### config.mk
export PLATFORM = sky130hd
export DESIGN_NAME = e203_ifu_flush_redirect_flat
export DESIGN_NICKNAME = d
export VERILOG_FILES = /design/src/rtl/e203_ifu_flush_redirect_if.sv /design/src/rtl/e203_ifu_flush_redirect.sv /design/src/flat_wrapper.sv
export SDC_FILE = /design/constraint.sdc
export NUM_CORES = 1
export LEC_CHECK = 0
export CAP_MARGIN = 30
export CORE_AREA = 2 2 67 116
export CTS_CLUSTER_SIZE = 12
export DETAILED_ROUTE_END_ITERATION = 10
export DIE_AREA = 0 0 69 118
export PLACE_DENSITY = 0.92
export SLEW_MARGIN = 15
export SYNTH_ARGS = -nofsm -noshare
export SYNTH_HDL_FRONTEND = slang
export SYNTH_SLANG_ARGS = --single-unit
### constraint.sdc
create_clock -name clk -period 6.3 [get_ports clk]
set_input_delay 1.89 -clock clk [delete_from_list [all_inputs] [get_ports clk]]
set_output_delay 1.89 -clock clk [all_outputs]
set_load 0.02 [all_outputs]
### src/rtl/e203_ifu_flush_redirect_if.sv
// rtl/e203_ifu_flush_redirect_if.sv - flush request, fetch tracking and redirect handshake bundle
interface e203_ifu_flush_redirect_if #(
  parameter int PC_SIZE = 32,
  parameter int CNT_W   = 2
);
  logic               brchmis_flush_req;
  logic [PC_SIZE-1:0] brchmis_flush_add_op1;
  logic [PC_SIZE-1:0] brchmis_flush_add_op2;
  logic               brchmis_flush_ack;
  logic               excp_flush_req;
  logic [PC_SIZE-1:0] excp_flush_pc;
  logic               excp_flush_ack;
  logic               ifu_req_hsk;
  logic               ifu_rsp_hsk;
  logic               ifu_req_block;
  logic               ifu_rsp_drop;
  logic               redir_valid;
  logic [PC_SIZE-1:0] redir_pc;
  logic               redir_ready;
  logic [CNT_W-1:0]   outs_cnt;
  logic               flush_busy;

  modport master (
    output brchmis_flush_req, brchmis_flush_add_op1, brchmis_flush_add_op2,
    input  brchmis_flush_ack,
    output excp_flush_req, excp_flush_pc,
    input  excp_flush_ack,
    output ifu_req_hsk, ifu_rsp_hsk,
    input  ifu_req_block, ifu_rsp_drop,
    input  redir_valid, redir_pc,
    output redir_ready,
    input  outs_cnt, flush_busy
  );

  modport slave (
    input  brchmis_flush_req, brchmis_flush_add_op1, brchmis_flush_add_op2,
    output brchmis_flush_ack,
    input  excp_flush_req, excp_flush_pc,
    output excp_flush_ack,
    input  ifu_req_hsk, ifu_rsp_hsk,
    output ifu_req_block, ifu_rsp_drop,
    output redir_valid, redir_pc,
    input  redir_ready,
    output outs_cnt, flush_busy
  );
endinterface

### src/rtl/e203_ifu_flush_redirect.sv
// rtl/e203_ifu_flush_redirect.sv - flush arbitration, wrong-path response drain and redirect PC
module e203_ifu_flush_redirect #(
  parameter int PC_SIZE    = 32,
  parameter int OUTS_DEPTH = 2,
  parameter int CNT_W      = 2
) (
  input  logic                        clk,
  input  logic                        rst,
  e203_ifu_flush_redirect_if.slave    bus
);

  typedef enum logic [1:0] {
    IDLE  = 2'd0,
    DRAIN = 2'd1,
    REDIR = 2'd2
  } state_t;

  localparam logic [CNT_W-1:0] DEPTH_C = CNT_W'(OUTS_DEPTH);
  localparam logic [CNT_W-1:0] ONE_C   = CNT_W'(1);

  state_t             state_q, state_d;
  logic [CNT_W-1:0]   outs_cnt_q, outs_nxt;
  logic [CNT_W-1:0]   drop_cnt_q;
  logic [PC_SIZE-1:0] redir_pc_q;
  logic [PC_SIZE-1:0] brchmis_sum;
  logic [PC_SIZE-1:0] brchmis_tgt;
  logic               excp_ack, brchmis_ack, accept;

  // Post-cycle outstanding count; a response at zero is ignored rather than wrapping.
  always_comb begin
    outs_nxt = outs_cnt_q;
    if (bus.ifu_req_hsk && !bus.ifu_rsp_hsk)
      outs_nxt = outs_cnt_q + ONE_C;
    else if (!bus.ifu_req_hsk && bus.ifu_rsp_hsk && (outs_cnt_q != '0))
      outs_nxt = outs_cnt_q - ONE_C;
  end

  assign brchmis_sum = bus.brchmis_flush_add_op1 + bus.brchmis_flush_add_op2;
  assign brchmis_tgt = {brchmis_sum[PC_SIZE-1:1], 1'b0};

  always_comb begin
    state_d     = state_q;
    excp_ack    = 1'b0;
    brchmis_ack = 1'b0;
    case (state_q)
      IDLE: begin
        excp_ack    = bus.excp_flush_req;
        brchmis_ack = bus.brchmis_flush_req & ~bus.excp_flush_req;
        if (excp_ack || brchmis_ack)
          state_d = (outs_nxt != '0) ? DRAIN : REDIR;
      end
      DRAIN: begin
        if (bus.ifu_rsp_hsk && (drop_cnt_q == ONE_C))
          state_d = REDIR;
      end
      REDIR: begin
        if (bus.redir_ready)
          state_d = IDLE;
      end
      default: state_d = IDLE;
    endcase
    if (rst) begin
      excp_ack    = 1'b0;
      brchmis_ack = 1'b0;
    end
  end

  assign accept = excp_ack | brchmis_ack;

  always_ff @(posedge clk) begin
    if (rst) begin
      state_q    <= IDLE;
      outs_cnt_q <= '0;
      drop_cnt_q <= '0;
      redir_pc_q <= '0;
    end else begin
      state_q    <= state_d;
      outs_cnt_q <= outs_nxt;
      if (accept) begin
        drop_cnt_q <= outs_nxt;
        redir_pc_q <= excp_ack ? bus.excp_flush_pc : brchmis_tgt;
      end else if ((state_q == DRAIN) && bus.ifu_rsp_hsk) begin
        drop_cnt_q <= drop_cnt_q - ONE_C;
      end
    end
  end

  assign bus.excp_flush_ack    = excp_ack;
  assign bus.brchmis_flush_ack = brchmis_ack;
  assign bus.ifu_rsp_drop      = (state_q == DRAIN);
  assign bus.redir_valid       = (state_q == REDIR);
  assign bus.redir_pc          = redir_pc_q;
  assign bus.flush_busy        = (state_q != IDLE);
  assign bus.ifu_req_block     = (state_q != IDLE) | (outs_cnt_q == DEPTH_C);
  assign bus.outs_cnt          = outs_cnt_q;

endmodule

### src/flat_wrapper.sv
// flat-port wrapper written by rule: the top's interface ports become plain ports
module e203_ifu_flush_redirect_flat 
#(
  parameter int PC_SIZE    = 32,
  parameter int OUTS_DEPTH = 2,
  parameter int CNT_W      = 2
)
  (clk, rst, bus_brchmis_flush_req, bus_brchmis_flush_add_op1, bus_brchmis_flush_add_op2, bus_brchmis_flush_ack, bus_excp_flush_req, bus_excp_flush_pc, bus_excp_flush_ack, bus_ifu_req_hsk, bus_ifu_rsp_hsk, bus_ifu_req_block, bus_ifu_rsp_drop, bus_redir_valid, bus_redir_pc, bus_redir_ready, bus_outs_cnt, bus_flush_busy);
  e203_ifu_flush_redirect_if #(.PC_SIZE(PC_SIZE), .CNT_W(CNT_W)) bus_i ();
  input  logic clk;
  input  logic rst;
  input wire logic [$bits(bus_i.brchmis_flush_req)-1:0] bus_brchmis_flush_req;
  input wire logic [$bits(bus_i.brchmis_flush_add_op1)-1:0] bus_brchmis_flush_add_op1;
  input wire logic [$bits(bus_i.brchmis_flush_add_op2)-1:0] bus_brchmis_flush_add_op2;
  output wire logic [$bits(bus_i.brchmis_flush_ack)-1:0] bus_brchmis_flush_ack;
  input wire logic [$bits(bus_i.excp_flush_req)-1:0] bus_excp_flush_req;
  input wire logic [$bits(bus_i.excp_flush_pc)-1:0] bus_excp_flush_pc;
  output wire logic [$bits(bus_i.excp_flush_ack)-1:0] bus_excp_flush_ack;
  input wire logic [$bits(bus_i.ifu_req_hsk)-1:0] bus_ifu_req_hsk;
  input wire logic [$bits(bus_i.ifu_rsp_hsk)-1:0] bus_ifu_rsp_hsk;
  output wire logic [$bits(bus_i.ifu_req_block)-1:0] bus_ifu_req_block;
  output wire logic [$bits(bus_i.ifu_rsp_drop)-1:0] bus_ifu_rsp_drop;
  output wire logic [$bits(bus_i.redir_valid)-1:0] bus_redir_valid;
  output wire logic [$bits(bus_i.redir_pc)-1:0] bus_redir_pc;
  input wire logic [$bits(bus_i.redir_ready)-1:0] bus_redir_ready;
  output wire logic [$bits(bus_i.outs_cnt)-1:0] bus_outs_cnt;
  output wire logic [$bits(bus_i.flush_busy)-1:0] bus_flush_busy;
  assign bus_i.brchmis_flush_req = bus_brchmis_flush_req;
  assign bus_i.brchmis_flush_add_op1 = bus_brchmis_flush_add_op1;
  assign bus_i.brchmis_flush_add_op2 = bus_brchmis_flush_add_op2;
  assign bus_brchmis_flush_ack = bus_i.brchmis_flush_ack;
  assign bus_i.excp_flush_req = bus_excp_flush_req;
  assign bus_i.excp_flush_pc = bus_excp_flush_pc;
  assign bus_excp_flush_ack = bus_i.excp_flush_ack;
  assign bus_i.ifu_req_hsk = bus_ifu_req_hsk;
  assign bus_i.ifu_rsp_hsk = bus_ifu_rsp_hsk;
  assign bus_ifu_req_block = bus_i.ifu_req_block;
  assign bus_ifu_rsp_drop = bus_i.ifu_rsp_drop;
  assign bus_redir_valid = bus_i.redir_valid;
  assign bus_redir_pc = bus_i.redir_pc;
  assign bus_i.redir_ready = bus_redir_ready;
  assign bus_outs_cnt = bus_i.outs_cnt;
  assign bus_flush_busy = bus_i.flush_busy;
  e203_ifu_flush_redirect #(.PC_SIZE(PC_SIZE), .OUTS_DEPTH(OUTS_DEPTH), .CNT_W(CNT_W)) u_core (.clk(clk), .rst(rst), .bus(bus_i));
endmodule
==> run_results.csv, run 1 <==
group,metric,value,unit
worst_setup_path,cp_max_fo,14,
layout,area_delta_synth_final,50.4,%
yosys,yosysSeqAreaShare,0.230,
placement,io_buffers,142,
power,leakage,1.98,nW
detailed_routing,drt-total-wl,11100,um
placement,place_inst,640,
layout,nFillCells,580,
layout,final_layout_size_suffix_gt1_frac,0.0463,
clocking,htree_num_levels,2,
clocking,cts_sinks,38,
run,cap_violations,0,
grt,grtUsageMet3,0.0394,
sta,setup_tns,0,ns
floorplanning,core,7180,um2
yosys,post-synth-top-area-fraction,0.230,
yosys,ys_top_cells_by_count,"52 x nand2_1, 48 x a21oi_1, 46 x nor2_1",
clocking,clk_latency,0.28,ns
floorplanning,die_y,118,um
hold_path,min_path_cells,2,
yosys,synth_top_area_cell,"dfxtp_1",
sta,fin_crit,5.68,ns
floorplanning,num_rows,41,
clocking,post-cts-setup-buffers,0,
power,p_per_area,263,nW/um2
yosys,netlist_instances,429,
power,power,1.31,mW
hold_path,hold_class,"reg2reg",
grt,first_global_vias,4074,
clocking,clockRootBuffer,"clkbuf_16",
sta,rsz0062_at_grt,"false",
grt,use_met2,0.511,
grt,grt_pass1_wl,18600,um
sta,worst_pin_slew,0.616,ns
worst_setup_path,required,4.41,ns
detailed_routing,drtIter0Drc,267,
worst_setup_path,end_kind,"output port",
yosys,syn-num-nets,566,
floorplanning,io-pin-count,143,
yosys,netlist_top_cells_area,"dfxtp_1 23%, ha_1 12%, a21oi_1 7.3%",
sta,final_hold_viol_count,0,
floorplanning,initial_core_util,0.460,
detailed_routing,detail-route-antenna-nets,0,
sta,final-setup-viol-count,0,
detailed_routing,route.vias.total,3943,
yosys,yosysMostFrequentCell,"nand2_1",
detailed_routing,drc_errors,0,
floorplanning,fp.dieW,69,um
clocking,hold_buffers,0,
layout,fin_cells,649,
grt,use_met1,0.264,
sta,drv_slew,0,
worst_setup_path,startpoint_type,"primary input",
worst_setup_path,crit_arrival,3.79,ns
yosys,synth_edf_count,0,
sta,slew_headroom,0.588,
grt,grt_max_degree,26,
power,ir_drop,0.125,mV
placement,gp_congestion,0.914,
clocking,clockBufferDepth,2,
layout,multiInputGateArea,2400,um2
layout,seqCellArea,761,um2
grt,grt.busiest_layer,"met2",
grt,grt_usage,0.273,
detailed_routing,wl_per_cell,17.1,um
yosys,yosys_most_used_dff,"dfxtp_1",
grt,grt_overflow,0,
clocking,cts_tree,"done",
yosys,synthArstFlopShare,0,
clocking,path_clk_slew,0.06,ns
sta,finalCritPeriodShare,0.901,
worst_setup_path,path_class,"in2out",
detailed_routing,first_pass_iters,5,
detailed_routing,via_per_inst,6.08,
yosys,ys_ff_latch,38,
yosys,synth_cell_type_count,60,
yosys,synth_area,3310,um2
sta,finClkSkew,0.00638,ns
grt,antenna_found_initial,1,
worst_setup_path,regToRegSetupSlack,3.84,ns
clocking,cts_buffers,5,
status,status,"completed",
yosys,synth_warnings,0,
layout,layout.nets,698,
placement,hpwl,8890,um
floorplanning,dieArea,8140,um2
clocking,cts_resized,0,
sta,max_freq,176,MHz
yosys,avgSynthCellArea,7.71,um2
worst_setup_path,r2r_cells,8,
[placed cells by master (no fill, tap or decap), types with 3 or more instances in the layout]
| cell | instances |
|---|---|
| o21bai_1 | 3 |
| dfxtp_1 | 38 |
| xor2_1 | 11 |
| nand3_1 | 9 |
| a31oi_1 | 7 |
| o21a_1 | 3 |
| a211oi_1 | 7 |
| clkbuf_16 | 5 |
| nor2_1 | 46 |
| a21oi_2 | 3 |
| nor2b_1 | 4 |
| clkdlybuf4s50_1 | 142 |
| and2_1 | 5 |
| buf_4 | 5 |
| a41oi_1 | 3 |
| a22oi_1 | 3 |
| nand2b_1 | 5 |
| o21ai_0 | 18 |
| a311oi_1 | 12 |
| a21o_1 | 8 |
| nand4_1 | 3 |
| xnor2_1 | 18 |
| ha_1 | 33 |
| inv_1 | 11 |
| mux2i_1 | 4 |
| a21oi_1 | 48 |
| o211ai_1 | 4 |
| o221ai_1 | 10 |
| nand2_1 | 52 |
[power by group]
part / switching (mW) / total (mW) / internal [mW]
combinational: 0.340 / 0.640 / 0.299
sequential: 0.0362 / 0.331 / 0.295
clock: 0.0988 / 0.336 / 0.238
total: 0.475 / 1.31 / 0.832
[per-stage QoR]
stage	util	setup WS (ns)	area (um2)	hold slack (ns)
floorplan	-	1.25	3310	0.553
global placement	0.664	0.697	4770	0.465
detailed placement	0.664	0.656	4770	0.476
CTS	0.692	0.624	4970	0.488
global route	0.692	0.514	4970	0.510
finish	0.692	0.621	4970	0.488
[state kept, by name, summed over array words and instances, names as in the netlist]
name,flops
u_core.bus.outs_cnt,2
u_core.bus.redir_pc,32
u_core.drop_cnt_q,2
u_core.state_q,2
[metal layers]
layer	vias to the layer above	wire, um
li1	1859	-
met1	1831	3760
met2	196	5940
met3	57	635
met4	0	752
met5	-	0
[path summary, 6_finish.rpt]
path                                  startpoint                                   end
max                                          rst                 bus_brchmis_flush_ack
min          u_core.bus.redir_pc[4]$_SDFFE_PP0P_   u_core.bus.redir_pc[4]$_SDFFE_PP0P_
max reg2reg       u_core.state_q[0]$_SDFFE_PP0P_  u_core.bus.redir_pc[29]$_SDFFE_PP0P_
min reg2reg  u_core.bus.redir_pc[4]$_SDFFE_PP0P_   u_core.bus.redir_pc[4]$_SDFFE_PP0P_
[critical path, cell delays in order]
cell,delay (ns)
clkdlybuf4s50_1,0.49
nor2_1,0.08
nand2_1,0.12
buf_4,0.22
nand2_1,0.21
inv_1,0.17
clkdlybuf4s50_1,0.62
[cell type report]
type	count	share of cell area
repair buffers	147	0.293
well taps	86	0.0216
multi-input cells	358	0.483
inverters	11	0.00830
clock inverters	2	0.0121
diodes	1	0.000503
flip-flops and latches	38	0.153
clock buffers	6	0.0279
[logic make-up (layout without fill, tap and decap cells)]
kind of cell | Yosys count | in the layout | share of synthesized area
fa+ha+maj | 34 | 34 | 0.131
mux | 4 | 4 | 0.0121
other cells | 0 | 1 | 0
buf+inv | 33 | 166 | 0.0435
xor+xnor | 29 | 29 | 0.0768
flops | 38 | 38 | 0.230
simple gates | 136 | 136 | 0.187
compound gates | 155 | 155 | 0.320
No activity file was read; power rests on OpenSTA's default activity.
==> inputs of run 2 (changes only) <==
--- a/config.mk
+++ b/config.mk
@@ -11,7 +11,8 @@
 export DETAILED_ROUTE_END_ITERATION = 10
 export DIE_AREA = 0 0 69 118
 export PLACE_DENSITY = 0.92
-export SLEW_MARGIN = 15
+export SLEW_MARGIN = 10
 export SYNTH_ARGS = -nofsm -noshare
 export SYNTH_HDL_FRONTEND = slang
 export SYNTH_SLANG_ARGS = --single-unit
+export TNS_END_PERCENT = 10
==> results of run 2 <==
Final layout, timing and power as in run 1 (identical DEF).
==> inputs of run 3 (changes only) <==
--- a/config.mk
+++ b/config.mk
@@ -10,7 +10,7 @@
 export CTS_CLUSTER_SIZE = 12
 export DETAILED_ROUTE_END_ITERATION = 10
 export DIE_AREA = 0 0 69 118
-export PLACE_DENSITY = 0.92
+export PLACE_DENSITY = 0.93
 export SLEW_MARGIN = 10
 export SYNTH_ARGS = -nofsm -noshare
 export SYNTH_HDL_FRONTEND = slang
==> run 3 against run 2 <==
Effect of this change: non-clock buffer count is the same; die area did not move; via count fell by 1.3%; core utilization fell by 0.51 points; clock power is 16% lower; fmax is 0.52% higher; total power is 4.4% lower; clock skew fell by 0.0021 ns; combinational power down 0.6%; sequential cell count stayed put; register-to-register slack gained 0.08 ns; routed wire length rose by 0.62%; critical endpoint unchanged; largest cell class unchanged.
==> run_results.csv, run 3 (synthesized netlist as in run 1, its figures left out) <==
group,metric,value,unit
status,status,"completed",
layout,area_delta_synth_final,49.3,%
hold_path,min_to,"u_core.bus.redir_pc[3]$_SDFFE_PP0P_",
detailed_routing,drtIter0Drc,314,
sta,setup_tns,0,ns
grt,antenna_found_initial,0,
clocking,post-cts-setup-buffers,0,
sta,max_freq,177,MHz
worst_setup_path,crit_arrival,3.76,ns
floorplanning,die_y,118,um
power,swShare,0.376,
placement,place_inst,640,
clocking,clockBufferDepth,2,
grt,grt_usage,0.266,
clocking,clockRootBuffer,"clkbuf_16",
power,clkPwrFrac,0.225,
layout,layout.nets,698,
grt,grt_overflow,0,
layout,final_area,4940,um2
sta,finClkSkew,0.00424,ns
detailed_routing,first_pass_iters,5,
worst_setup_path,required,4.41,ns
grt,grt_max_degree,26,
power,power.internal,0.779,mW
layout,layout_common_cells,"142 x clkdlybuf4s50_1, 52 x nand2_1, 48 x a21oi_1",
sta,final_hold_viol_count,0,
detailed_routing,route.vias.total,3891,
placement,dpl-instance-area,4770,um2
worst_setup_path,end_kind,"output port",
worst_setup_path,cp_max_fo,15,
layout,final_layout_size_suffix_gt1_frac,0.0463,
power,p_comb_frac,0.509,
worst_setup_path,regToRegSetupSlack,3.92,ns
detailed_routing,wl_per_cell,17.2,um
sta,worst_pin_slew,0.658,ns
worst_setup_path,r2r_start,"u_core.state_q[0]$_SDFFE_PP0P_",
worst_setup_path,r2r_cells,8,
placement,dp_slack,0.677,ns
layout,seqCellArea,761,um2
power,p_per_area,253,nW/um2
power,leakage,1.97,nW
power,ir_drop,0.120,mV
worst_setup_path,rr_endpoint,"u_core.bus.redir_pc[29]$_SDFFE_PP0P_",
clocking,cts_tree,"done",
placement,io_buffers,142,
clocking,clk_latency,0.28,ns
floorplanning,io-pin-count,143,
layout,layout_commonest_cell,"clkdlybuf4s50_1",
layout,multiInputGateArea,2400,um2
grt,grt_pass1_wl,17900,um
sta,slew_headroom,0.560,
power,pwr-share-seq,0.267,
layout,fin_cells,648,
floorplanning,num_rows,41,
worst_setup_path,startpoint_type,"primary input",
sta,drv_slew,0,
hold_path,min_path_cells,2,
hold_path,hold_class,"reg2reg",
layout,num_antenna_cells,0,
detailed_routing,drt-total-wl,11200,um
detailed_routing,detail-route-antenna-nets,0,
placement,hpwl,9080,um
clocking,cts_sinks,38,
floorplanning,initial_core_util,0.460,
floorplanning,fp.dieW,69,um
sta,rsz0062_at_grt,"false",
layout,largest_reg_flops,32,
power,power,1.25,mW
sta,fin_crit,5.65,ns
sta,setup_slack,0.651,ns
layout,nFillCells,598,
sta,final-setup-viol-count,0,
placement,gp_congestion,0.891,
worst_setup_path,path_class,"in2out",
run,cap_violations,0,
floorplanning,dieArea,8140,um2
clocking,path_clk_slew,0.05,ns
sta,finalCritPeriodShare,0.897,
clocking,htree_num_levels,2,
clocking,cts_resized,0,
clocking,cts_buffers,5,
clocking,hold_buffers,0,
power,p_sw,0.470,mW
detailed_routing,drc_errors,0,
hold_path,hold_start,"u_core.bus.redir_pc[3]$_SDFFE_PP0P_",
grt,first_global_vias,3944,
floorplanning,core,7180,um2
detailed_routing,via_per_inst,6.00,
-- run 3: cell types whose count changed in the layout (fill, tap and decap cells not counted) --
cell / delta
clkbuf_8: -1
clkinv_2: +2
bufinv_16: -1
diode_2: -1
-- run 3: power by group through the flow --
stage / combinational, mW / sequential (mW) / clock [mW]
floorplan: 0.317 / 0.383 / 0
global placement: 0.615 / 0.333 / 0
detailed placement: 0.628 / 0.336 / 0
CTS: 0.633 / 0.332 / 0.282
global route: 0.685 / 0.337 / 0.292
finish: 0.636 / 0.333 / 0.281
-- run 3: per-layer routing --
| layer | share of wire | vias to the layer above | global-route usage |
|---|---|---|---|
| li1 | - | 1864 | - |
| met1 | 0.34 | 1806 | 0.260 |
| met2 | 0.56 | 183 | 0.514 |
| met3 | 0.052 | 38 | 0.0317 |
| met4 | 0.050 | 0 | 0.156 |
| met5 | 0 | - | 0 |
-- run 3: layout make-up --
| class | count | area share |
|---|---|---|
| flip-flops and latches | 38 | 0.154 |
| clock inverters | 3 | 0.00811 |
| inverters | 11 | 0.00837 |
| clock buffers | 5 | 0.0253 |
| repair buffers | 147 | 0.296 |
| well taps | 86 | 0.0218 |
| multi-input cells | 358 | 0.487 |
-- run 3: worst max path at each step --
stage	slack (ns)	cells after the start	startpoint	to
floorplan	1.25	7	rst	bus_brchmis_flush_ack
global placement	0.69	7	rst	bus_brchmis_flush_ack
detailed placement	0.68	7	rst	bus_brchmis_flush_ack
CTS	0.67	7	rst	bus_brchmis_flush_ack
global route	0.53	7	rst	bus_brchmis_flush_ack
finish	0.65	7	rst	bus_brchmis_flush_ack
-- run 3: worst max-delay path: stages --
cell and delay, ns:
clkdlybuf4s50_1 0.48, nor2_1 0.07, nand2_1 0.11, buf_4 0.21
nand2_1 0.20, inv_1 0.18, clkdlybuf4s50_1 0.62
-- run 3: through the flow --
stage,hold WS [ns],util
floorplan,0.553,-
global placement,0.464,0.664
detailed placement,0.473,0.664
CTS,0.481,0.687
global route,0.498,0.687
finish,0.483,0.687
